==> src/rtl/burst_deserializer.sv <==
// Assembles BEATS incoming words of WIDTH bits into one output line using a
// beat counter and a slot index. Optional macro CRITICAL_FIRST_EN: start at start_offset.
module burst_deserializer #(
    parameter  int WIDTH = 64,
    parameter  int BEATS = 4,
    localparam int IW    = $clog2(BEATS)
) (
    input  logic                   clk,
    input  logic                   rst,
    input  logic                   start,
    input  logic [IW-1:0]          start_offset,
    input  logic                   in_valid,
    input  logic [WIDTH-1:0]       in_data,
    output logic                   in_ready,
    output logic                   out_valid,
    output logic [WIDTH*BEATS-1:0] out_data,
    input  logic                   out_ready,
    output logic                   busy
);

    // Handshakes: a beat transfers on in_valid & in_ready, a line on
    // out_valid & out_ready; ready/valid come from registered state only.
    typedef enum logic [1:0] {IDLE, FILL, DONE} state_t;

    state_t                 state, state_nxt;
    logic [IW-1:0]          idx;
    logic [IW-1:0]          cnt;
    logic [IW-1:0]          load_idx;
    logic [WIDTH*BEATS-1:0] line;
    logic                   accept;
    logic                   load;

`ifdef CRITICAL_FIRST_EN
    assign load_idx = start_offset;
`else
    logic unused_start_offset;
    assign unused_start_offset = ^start_offset;
    assign load_idx = '0;
`endif

    always_ff @(posedge clk) begin
        if (rst) begin
            state <= IDLE;
        end else begin
            state <= state_nxt;
        end
    end

    always_comb begin
        state_nxt = state;
        in_ready  = 1'b0;
        out_valid = 1'b0;
        busy      = 1'b0;
        accept    = 1'b0;
        load      = 1'b0;
        case (state)
            IDLE: begin
                if (start) begin
                    load      = 1'b1;
                    state_nxt = FILL;
                end
            end
            FILL: begin
                in_ready = 1'b1;
                busy     = 1'b1;
                accept   = in_valid;
                if (in_valid && cnt == IW'(BEATS - 1)) begin
                    state_nxt = DONE;
                end
            end
            DONE: begin
                out_valid = 1'b1;
                busy      = 1'b1;
                if (out_ready) begin
                    if (start) begin
                        load      = 1'b1;
                        state_nxt = FILL;
                    end else begin
                        state_nxt = IDLE;
                    end
                end
            end
            default: state_nxt = IDLE;
        endcase
    end

    // Slots untouched by the current burst keep their old contents.
    always_ff @(posedge clk) begin
        if (rst) begin
            line <= '0;
            idx  <= '0;
            cnt  <= '0;
        end else if (load) begin
            idx <= load_idx;
            cnt <= '0;
        end else if (accept) begin
            line[idx*WIDTH +: WIDTH] <= in_data;
            idx <= idx + IW'(1);
            cnt <= cnt + IW'(1);
        end
    end

    assign out_data = line;

endmodule

==> config.mk <==
export PLATFORM = sky130hd
export DESIGN_NAME = burst_deserializer
export DESIGN_NICKNAME = d
export VERILOG_FILES = /design/src/rtl/burst_deserializer.sv
export SDC_FILE = /design/constraint.sdc
export NUM_CORES = 1
export LEC_CHECK = 0
export ABC_AREA = 1
export BUFFER_PORTS_ARGS = -buffer_cell sky130_fd_sc_hd__buf_2
export CAP_MARGIN = 0
export CORE_MARGIN = 2
export CORE_UTILIZATION = 30
export DETAILED_ROUTE_END_ITERATION = 8
export PLACE_DENSITY_LB_ADDON = 0.2
export SLEW_MARGIN = 20
export SYNTH_ARGS = -nofsm -noshare
export SYNTH_HDL_FRONTEND = slang
export SYNTH_SLANG_ARGS = --single-unit
==> constraint.sdc <==
create_clock -name clk -period 3.8 [get_ports clk]
set_input_delay 0.19 -clock clk [delete_from_list [all_inputs] [get_ports clk]]
set_output_delay 0.19 -clock clk [all_outputs]
set_load 0.02 [all_outputs]
# Word-level counts from Yosys, hierarchy flattened

Cells that the tools add are included.

Memory bits (read-only): 0
Memories kept: 0
Flip-flop bits (word level): 262
RAM bits: 0
Input bits: 71
Logic and storage cells: 35
Bits in latches: 0

Magnitude comparators: 0
Multiply operators: 0
Reduce and logical (&&, ||, !) cells: 6
Shifts and indexed selects: 2
$add $sub $neg: 3
Mux-type cells: 13
Bitwise operators: 1
Eq/ne operators: 6
Divide/modulo/power cells: 0

Operators by type and width:

| cell                        | number |
|---|---|
| $bwmux W256                 | 1 |
| $shift A64 B34 Y256 const A | 1 |
| $shiftx A64 B34 Y256        | 1 |
| $neg A8 Y34                 | 1 |
| $mux W1                     | 7 |
| $mux W2                     | 3 |
| $ne A2 B2 Y1 const B        | 3 |
| $pmux W2 S3                 | 1 |
| $add A2 B1 Y2 const B       | 2 |
| $eq A2 B2 Y1 const B        | 2 |
| $reduce_or A2 Y1            | 2 |
| $reduce_and A3 Y1           | 1 |
| $eq A2 B1 Y1 const B        | 1 |
| $logic_not A2 Y1            | 1 |
| $pmux W1 S2                 | 1 |
| $reduce_and A2 Y1           | 1 |
| $logic_and A1 B1 Y1         | 1 |
| $not A1 Y1                  | 1 |

# Logic depth before layout (Yosys ltp)

Gate-level depths: netlist of run 1.

Depth after elaboration: 5
Mapped depth: 10
Depth with buffers taken out: 9

# Least setup slack after synthesis of run 1

OpenSTA, ideal clock, no wires.

Kind: register to register
Start: register state[1]
End: register line[212] (netlist: out_data[212])
Data required time: 3.684 ns
Arrival: 1.631 ns
Path slack: 2.053 ns
Cell stages (with the launch flop): 10
Buffers on the path: 2
Path through: dfxtp_1 inv_1 ha_1 nand2_2 clkinv_4 nand4_4 buf_6 buf_4 o21ai_0 nor2_1

Word-level cells in the longest chain between the ends: 4

Ends and longest elaborated chain:

| element                                                 | line | RTL |
|---|---|---|
| start: declaration                                      | 25   | `state_t state, state_nxt;` |
| start signal: assignment                                | 45   | `state <= state_nxt;` |
| $eq A2 B2 Y1 / $logic_not A2 Y1 (equally long branches) | 56   | `case (state)` |
| $pmux W1 S2                                             | 56   |  |
| $not A1 Y1 (no source line)                             | -    |  |
| $reduce_and A2 Y1 (no source line) (*)                  | -    |  |
| end signal: indexed assignment                          | 97   | `line[idx*WIDTH +: WIDTH] <= in_data;` |
| end: declaration                                        | 29   | `logic [WIDTH*BEATS-1:0] line;` |

Mark *: on every way between the ends. The rest lies on a longest branch, timed or not.
A chain may end at the register's enable or synchronous reset.

# Worst setup path after layout of run 1

Start: register idx[0]
End: register line[245] (netlist: out_data[245])

Word-level cells in the longest chain between the ends: 3

Ends and longest elaborated chain:

| element                                                            | line | RTL |
|---|---|---|
| start: declaration                                                 | 26   | `logic [IW-1:0] idx;` |
| start signal: assignment                                           | 94   | `idx <= load_idx;` |
| start signal: assignment                                           | 98   | `idx <= idx + IW'(1);` |
| $neg A8 Y34 (*)                                                    | 97   |  |
| $shiftx A64 B34 Y256 / $shift A64 B34 Y256 (equally long branches) | 97   |  |
| $bwmux W256 (*)                                                    | 97   |  |

Marks and branches as above.

==> results of run 1 <==
[per-stage QoR]
stage | util, % | hold WS (ps) | area (um2) | std cells | setup slack [ps]
2_1_floorplan | - | 443 | 11800 | 1791 | 2050
3_3_place_gp | 35.3 | 451 | 13700 | 2524 | 858
3_5_place_dp | 35.3 | 453 | 13700 | 2524 | 828
4_1_cts | 38.9 | 1.14 | 15100 | 2617 | 806
5_1_grt | 38.9 | 18.2 | 15100 | 2617 | 529
6_report | 38.9 | 22.0 | 15100 | 2617 | 795
[worst paths after layout]
path                                                    to                      from  slack (ps)
worst max register to register  out_data[245]$_SDFFE_PP0P_       idx[0]$_SDFFE_PP0P_         790
worst min register to register    out_data[0]$_SDFFE_PP0P_  out_data[0]$_SDFFE_PP0P_         460
worst min-delay path             out_data[13]$_SDFFE_PP0P_               in_data[13]          20
worst max-delay path            out_data[245]$_SDFFE_PP0P_       idx[0]$_SDFFE_PP0P_         790
[routing by layer]
layer,part of all wire [%],vias to the layer above
met5,0,-
met4,4.0,0
met3,6.5,94
met2,45,387
met1,45,5543
li1,-,6090
[cells by family after synthesis]
kind of cell / synth area share (%)
AO/OA/AOI/OAI: 7.33
XOR/XNOR: 0.0741
adder cells (fa/ha/maj): 1.16
buffers and inverters: 10.9
flip-flops: 44.4
AND/OR/NAND/NOR: 36.2
[cell usage in the layout (no fill, tap or decap), types with 5 or more instances in the layout]
cell type / count
clkinv_2: 7
dlygate4sd3_1: 37
nand3_1: 128
clkbuf_1: 7
nor2_1: 583
inv_1: 161
o21ai_0: 94
nor3_1: 61
dfxtp_1: 261
buf_2: 326
a21oi_1: 69
clkbuf_8: 5
nand2_1: 263
buf_4: 15
o21ai_1: 10
clkbuf_16: 31
ha_1: 10
[sequential cells by signal (all words and copies together) (netlist names)]
| register | flops |
|---|---|
| out_data | 256 |
| idx | 2 |
| state | 2 |
| cnt | 2 |
[where the power goes]
group | switching (mW) | internal, mW | total (mW)
sequential | 0.0787 | 2.86 | 2.94
combinational | 1.05 | 0.366 | 1.42
clock | 1.21 | 1.79 | 3.00
total | 2.34 | 5.02 | 7.35
[worst reg2reg max path, delay by kind of cell, from the launching register on]
| kind | cells | cell delay (ps) |
|---|---|---|
| compound gates | 1 | 100 |
| fa+ha+maj | 1 | 390 |
| buf+inv | 3 | 1420 |
| flops | 1 | 590 |
| simple gates | 3 | 430 |
[cell type report]
cell class	count	share of cell area [%]
clock buffer	43	5.78
clock inverter	13	0.997
inverter	167	4.23
multi-input combinational	1233	35.4
sequential	262	34.8
tap	518	4.30
timing repair buffer	381	14.4
==> run summary, run 1 <==
status: complete, no violations
slew margin rel.: 33.6%
Setup CP Type: reg2reg
H-tree depth: 1
CP Cell Sequence: inv_1 > ha_4 > inv_2 > buf_4 > nand3_1 > nor2_1 > o21ai_0 > nor2_1
antenna cells: 0
nets: 2,158
top cells by count, synth: 583 x nor2_1, 266 x nand2_1, 262 x dfxtp_1, 162 x inv_1, 129 x nand3_1
FP Rows: 72
vias: 12,100
worst slew pin tran: 996 ps
clk sink count: 262
max-cap check violation count: 0
share of the synthesized area in the top cell type: 44.4%
syn avg cell area: 6.60 um2
mean routed wirelength per cell: 17.0 um
DR DRC count: 0
Top FF cell, synth: dfxtp_1
busiest metal layer after global routing: met2
mapped cell area: 11,800 um2
clk slew on worst S/H paths: 60 ps
Num CTS Buffers: 31
Synth area leaders: dfxtp_1 44%, nor2_1 19%, nand2_1 8.4%
Worst setup SP type: flop
Die ar.: 41,000 um2
Most Frequent Cell on Critical Path: nor2_1
Worst-Skew Late Latency: 580 ps
Total GRT Usage: 21.0%
most numerous cell in the Yosys netlist: nor2_1
Layout area overhead: 27.5%
peak per-stage delay on the critical path: 620 ps
worst vdd ir: 0.000342 V
Worst Path Required: 4290 ps
flops & latches, synth: 262
multi-input logic area: 5340 um2
syn_nets: 1,873
half-perimeter wire length after placement: 27,800 um
clock skew: 18.6 ps
maximum clock frequency: 333 MHz
First-pass DRT Iterations: 5
drt via density: 4.63
number of port buffers: 327
Hold Vio Cnt, Final: 0
Filler cells: 4,273
IO Count: 330
Slowest-stage cell, CP: inv_2
PD cells: 488 nW/um2
CP Capture Type: flop
grt met1 use: 26.5%
post_cts resized: 0
initial antenna violation count: 0
largest net degree at the start of global routing: 120
P_leak: 7.24 nW
EDFF count, synth: 0
Max FO, Critical Path: 33
delay-heaviest family, CP: buffers and inverters
Core ar.: 38,700 um2
first-pass GRT wire length: 67,800 um
CP Data Arrival Time: 3500 ps
FFs w/ async S/R, synth: 0%
R2R depth: 8
clk buf depth: 3
sequential cell area: 5250 um2
final setup TNS: 0 ps
RSZ-0062 raised after global routing: false
GPL Wtd Cong: 0.810
Final period util: 79.1%
Die X: 202 um
DRT iter0 DRCs: 567
Stages on worst setup path: 8
Initial Util: 30.5%
Seq/Total Area, Yosys: 44.4%
met3 Use GR: 4.78%
share of layout cells above drive strength 1: 19.7%
Die Y: 202 um
Total Wirelength: 44,400 um
Tmin final: 3010 ps
root buf cell: clkbuf_16
CTS tree: built
GR Overflow Total: 0
met2 Usage GRT: 34.6%
antenna viol nets, final: 0
Final Setup Violations: 0
Hold Buf Count CTS: 37
hold depth: 5
total power draw: 7.35 mW
postcts setup bufs: 0
CP bufs+invs: 3
Max Slew Vio Count: 0
Synth area leader: dfxtp_1
Hold Path Class: in2reg
Synth warnings: 0
Distinct cells, synth: 24
vias in the first global route: 11,700
gate count of the mapped netlist: 1,791
Power figures use the tool's default switching activity.
==> inputs of run 2 (changes only) <==
--- a/config.mk
+++ b/config.mk
@@ -5,7 +5,7 @@
 export SDC_FILE = /design/constraint.sdc
 export NUM_CORES = 1
 export LEC_CHECK = 0
-export ABC_AREA = 1
+export ABC_AREA = 0
 export BUFFER_PORTS_ARGS = -buffer_cell sky130_fd_sc_hd__buf_2
 export CAP_MARGIN = 0
 export CORE_MARGIN = 2
==> constraint.sdc (replaced) <==
create_clock -name clk -period 2.65 [get_ports clk]
set_input_delay 0.1325 -clock clk [delete_from_list [all_inputs] [get_ports clk]]
set_output_delay 0.1325 -clock clk [all_outputs]
set_load 0.02 [all_outputs]
==> run 2 against run 1 <==
  * Register-to-register slack worse by 350 ps
  * Critical path depth is 1 lower
  * Maximum frequency is 36% higher
  * Count of clock-buffer cells in the layout stayed put
  * Non-clock buffer count is 43 higher
  * Critical path type unchanged
  * Critical endpoint is now out_data[178]$_SDFFE_PP0P_
==> run summary, run 2 <==
status: complete, no violations
final setup TNS: 0 ps (unchanged)
Synth area leaders: dfxtp_1 53%, a21oi_1 12%, nand3_1 12%
clk slew on worst S/H paths: 60 ps (about the same)
drt via density: 4.93 (+6.5%)
antenna cells: 0 (unchanged)
Synth area leader: dfxtp_1
Total GRT Usage: 20.8% (-0.23 points)
Die ar.: 34,300 um2 (-16%)
Tmin final: 2210 ps (-797 ps)
Hold Path Class: in2reg
Die Y: 185 um (-8.6%)
max-cap check violation count: 0 (unchanged)
syn avg cell area: 8.26 um2 (+25%)
Die X: 185 um (-8.6%)
hold depth: 5 (unchanged)
Final Setup Violations: 0 (unchanged)
peak per-stage delay on the critical path: 770 ps (+150 ps)
R2R depth: 7 (-1)
H-tree depth: 1 (unchanged)
syn_nets: 1,273 (-32%)
EDFF count, synth: 0 (unchanged)
Seq/Total Area, Yosys: 53.3% (+8.9 points)
mean routed wirelength per cell: 18.5 um (+9.2%)
FFs w/ async S/R, synth: 0% (unchanged)
number of port buffers: 327 (unchanged)
vias: 9,881 (-18%)
clk buf depth: 3 (unchanged)
Initial Util: 30.3% (-0.20 points)
Max FO, Critical Path: 26 (-21%)
half-perimeter wire length after placement: 22,700 um (-18%)
origin of the worst setup path: state[0]$_SDFFE_PP0P_
most numerous cell in the Yosys netlist: dfxtp_1
First-pass DRT Iterations: 5 (unchanged)
HP Start: out_ready
gate count of the mapped netlist: 1,191 (-34%)
Final period util: 83.3% (+4.2 points)
maximum clock frequency: 453 MHz (+36%)
P_leak: 5.58 nW (-23%)
antenna viol nets, final: 0 (unchanged)
IO Count: 330 (unchanged)
worst vdd ir: 0.000396 V (+16%)
Core ar.: 32,500 um2 (-16%)
RSZ-0062 raised after global routing: false
reg-to-reg startpoint: state[0]$_SDFFE_PP0P_
GPL Wtd Cong: 0.783 (-3.2%)
DR DRC count: 0 (unchanged)
share of layout cells above drive strength 1: 28.9% (+9.1 points)
Slowest-stage cell, CP: o21ai_4
DRT iter0 DRCs: 619 (+9.2%)
CP Data Arrival Time: 2680 ps (-820 ps)
first-pass GRT wire length: 55,600 um (-18%)
commonest non-fill, non-tap cell in the layout: buf_2
Hold Vio Cnt, Final: 0 (unchanged)
Distinct cells, synth: 30 (+25%)
CP Cell Sequence: inv_1 > ha_1 > a21oi_1 > o21ai_4 > buf_4 > nand2_1 > a21oi_1
commonest non-fill, non-tap cells in the layout: 326 x buf_2, 262 x dfxtp_1, 258 x nand2_1
Total Wirelength: 37,200 um (-16%)
mapped cell area: 9840 um2 (-17%)
post_cts resized: 0 (unchanged)
worst slew pin tran: 965 ps (-31.1 ps)
PD cells: 735 nW/um2 (+51%)
nets: 1,621 (-25%)
Final Instance Area: 13,800 um2 (-8.7%)
top cells by count, synth: 262 x dfxtp_1, 258 x nand2_1, 245 x a21oi_1, 243 x nand3_1, 59 x buf_2
Worst Path Required: 3120 ps (-1170 ps)
largest net degree at the start of global routing: 101 (-16%)
Synth warnings: 0 (unchanged)
GR Overflow Total: 0 (unchanged)
Top FF cell, synth: dfxtp_1
Num CTS Buffers: 30 (-3.2%)
Most Frequent Cell on Critical Path: a21oi_1
CTS tree: built
root buf cell: clkbuf_16
clk sink count: 262 (unchanged)
clock skew: 11.4 ps (-7.20 ps)
Largest register FFs: 256 (unchanged)
Setup CP Type: reg2reg
Max Slew Vio Count: 0 (unchanged)
vias in the first global route: 9,240 (-21%)
Layout area overhead: 39.9%
placed inst area: 12,000 um2 (-12%)
flops & latches, synth: 262 (unchanged)
Worst-Skew Late Latency: 560 ps (-20 ps)
postcts setup bufs: 0 (unchanged)
FP Rows: 66 (-8.3%)
CP Capture Type: flop
initial antenna violation count: 1 (+1)
slew margin rel.: 35.4% (+1.8 points)
share of the synthesized area in the top cell type: 53.3% (+8.9 points)
Worst setup SP type: flop
## run 2: cell count changes after synthesis, sizes merged, moves of 57 or more
cell / delta
nor2: -580
nand3: +126
o21ai: -100
inv: -160
a21oi: +189
nor3: -57
## run 2: kinds of logic (layout without fill, tap and decap cells)
group	after synthesis	in the layout	share of synthesized area, %
and+or+nand+nor	530	530	24.6
AOI/OAI and AO/OA	268	268	14.5
DFF	262	262	53.3
buffers and inverters	114	486	5.61
adders and majority gates	11	11	1.40
muxes	4	4	0.407
xor gates and xnor gates	2	2	0.178
## run 2: worst paths after layout
| check | to | slack (ps) |
|---|---|---|
| max | out_data[178]$_SDFFE_PP0P_ | 440 |
| min | state[1]$_SDFFE_PP0P_ | 120 |
| max reg2reg | out_data[178]$_SDFFE_PP0P_ | 440 |
| min reg2reg | out_data[100]$_SDFFE_PP0P_ | 450 |
## run 2: where the power goes
part	internal [mW]	total (mW)	switching, mW
logic	0.445	1.43	0.983
registers	4.06	4.13	0.0719
clock network	2.85	4.56	1.72
## run 2: through the flow
step | hold WS (ps) | worst slack (ps) | power, mW | std cells | utilization [%]
after floorplan | 270 | 709 | 4.96 | 1191 | -
after global placement | 426 | 468 | 5.57 | 1885 | 37.0
after detailed placement | 427 | 399 | 5.57 | 1885 | 37.0
after CTS | 98.1 | 387 | 10.2 | 2005 | 42.4
after global routing | 149 | 258 | 10.5 | 2005 | 42.4
final | 118 | 442 | 10.1 | 2005 | 42.4
## run 2: repair_timing
item	CTS	global route
setup endpoints to repair	0	0
hold buffers	64	0
hold endpoints to repair	256	0
## run 2: final cells by class
cell class / count / area [um2]
fill: 3288 / 18700
sequential: 262 / 5250
multi-input combinational: 815 / 4140
timing repair buffer: 424 / 2700
clock buffer: 43 / 901
tap: 442 / 553
clock inverter: 13 / 201
inverter: 6 / 22.5
## run 2: worst max-delay path: cells and delay by family (launching register included)
family          cells  cell delay, ps
compound gates      3            1030
buf+inv             2             430
flops               1             350
fa+ha+maj           1             230
simple gates        1              80
## run 2: metal layers
metal	part of all wire [%]	global-route usage [%]
met5	0.035	0
met2	48	34.5
met1	44	27.8
met4	1.4	4.51
met3	6.9	4.31
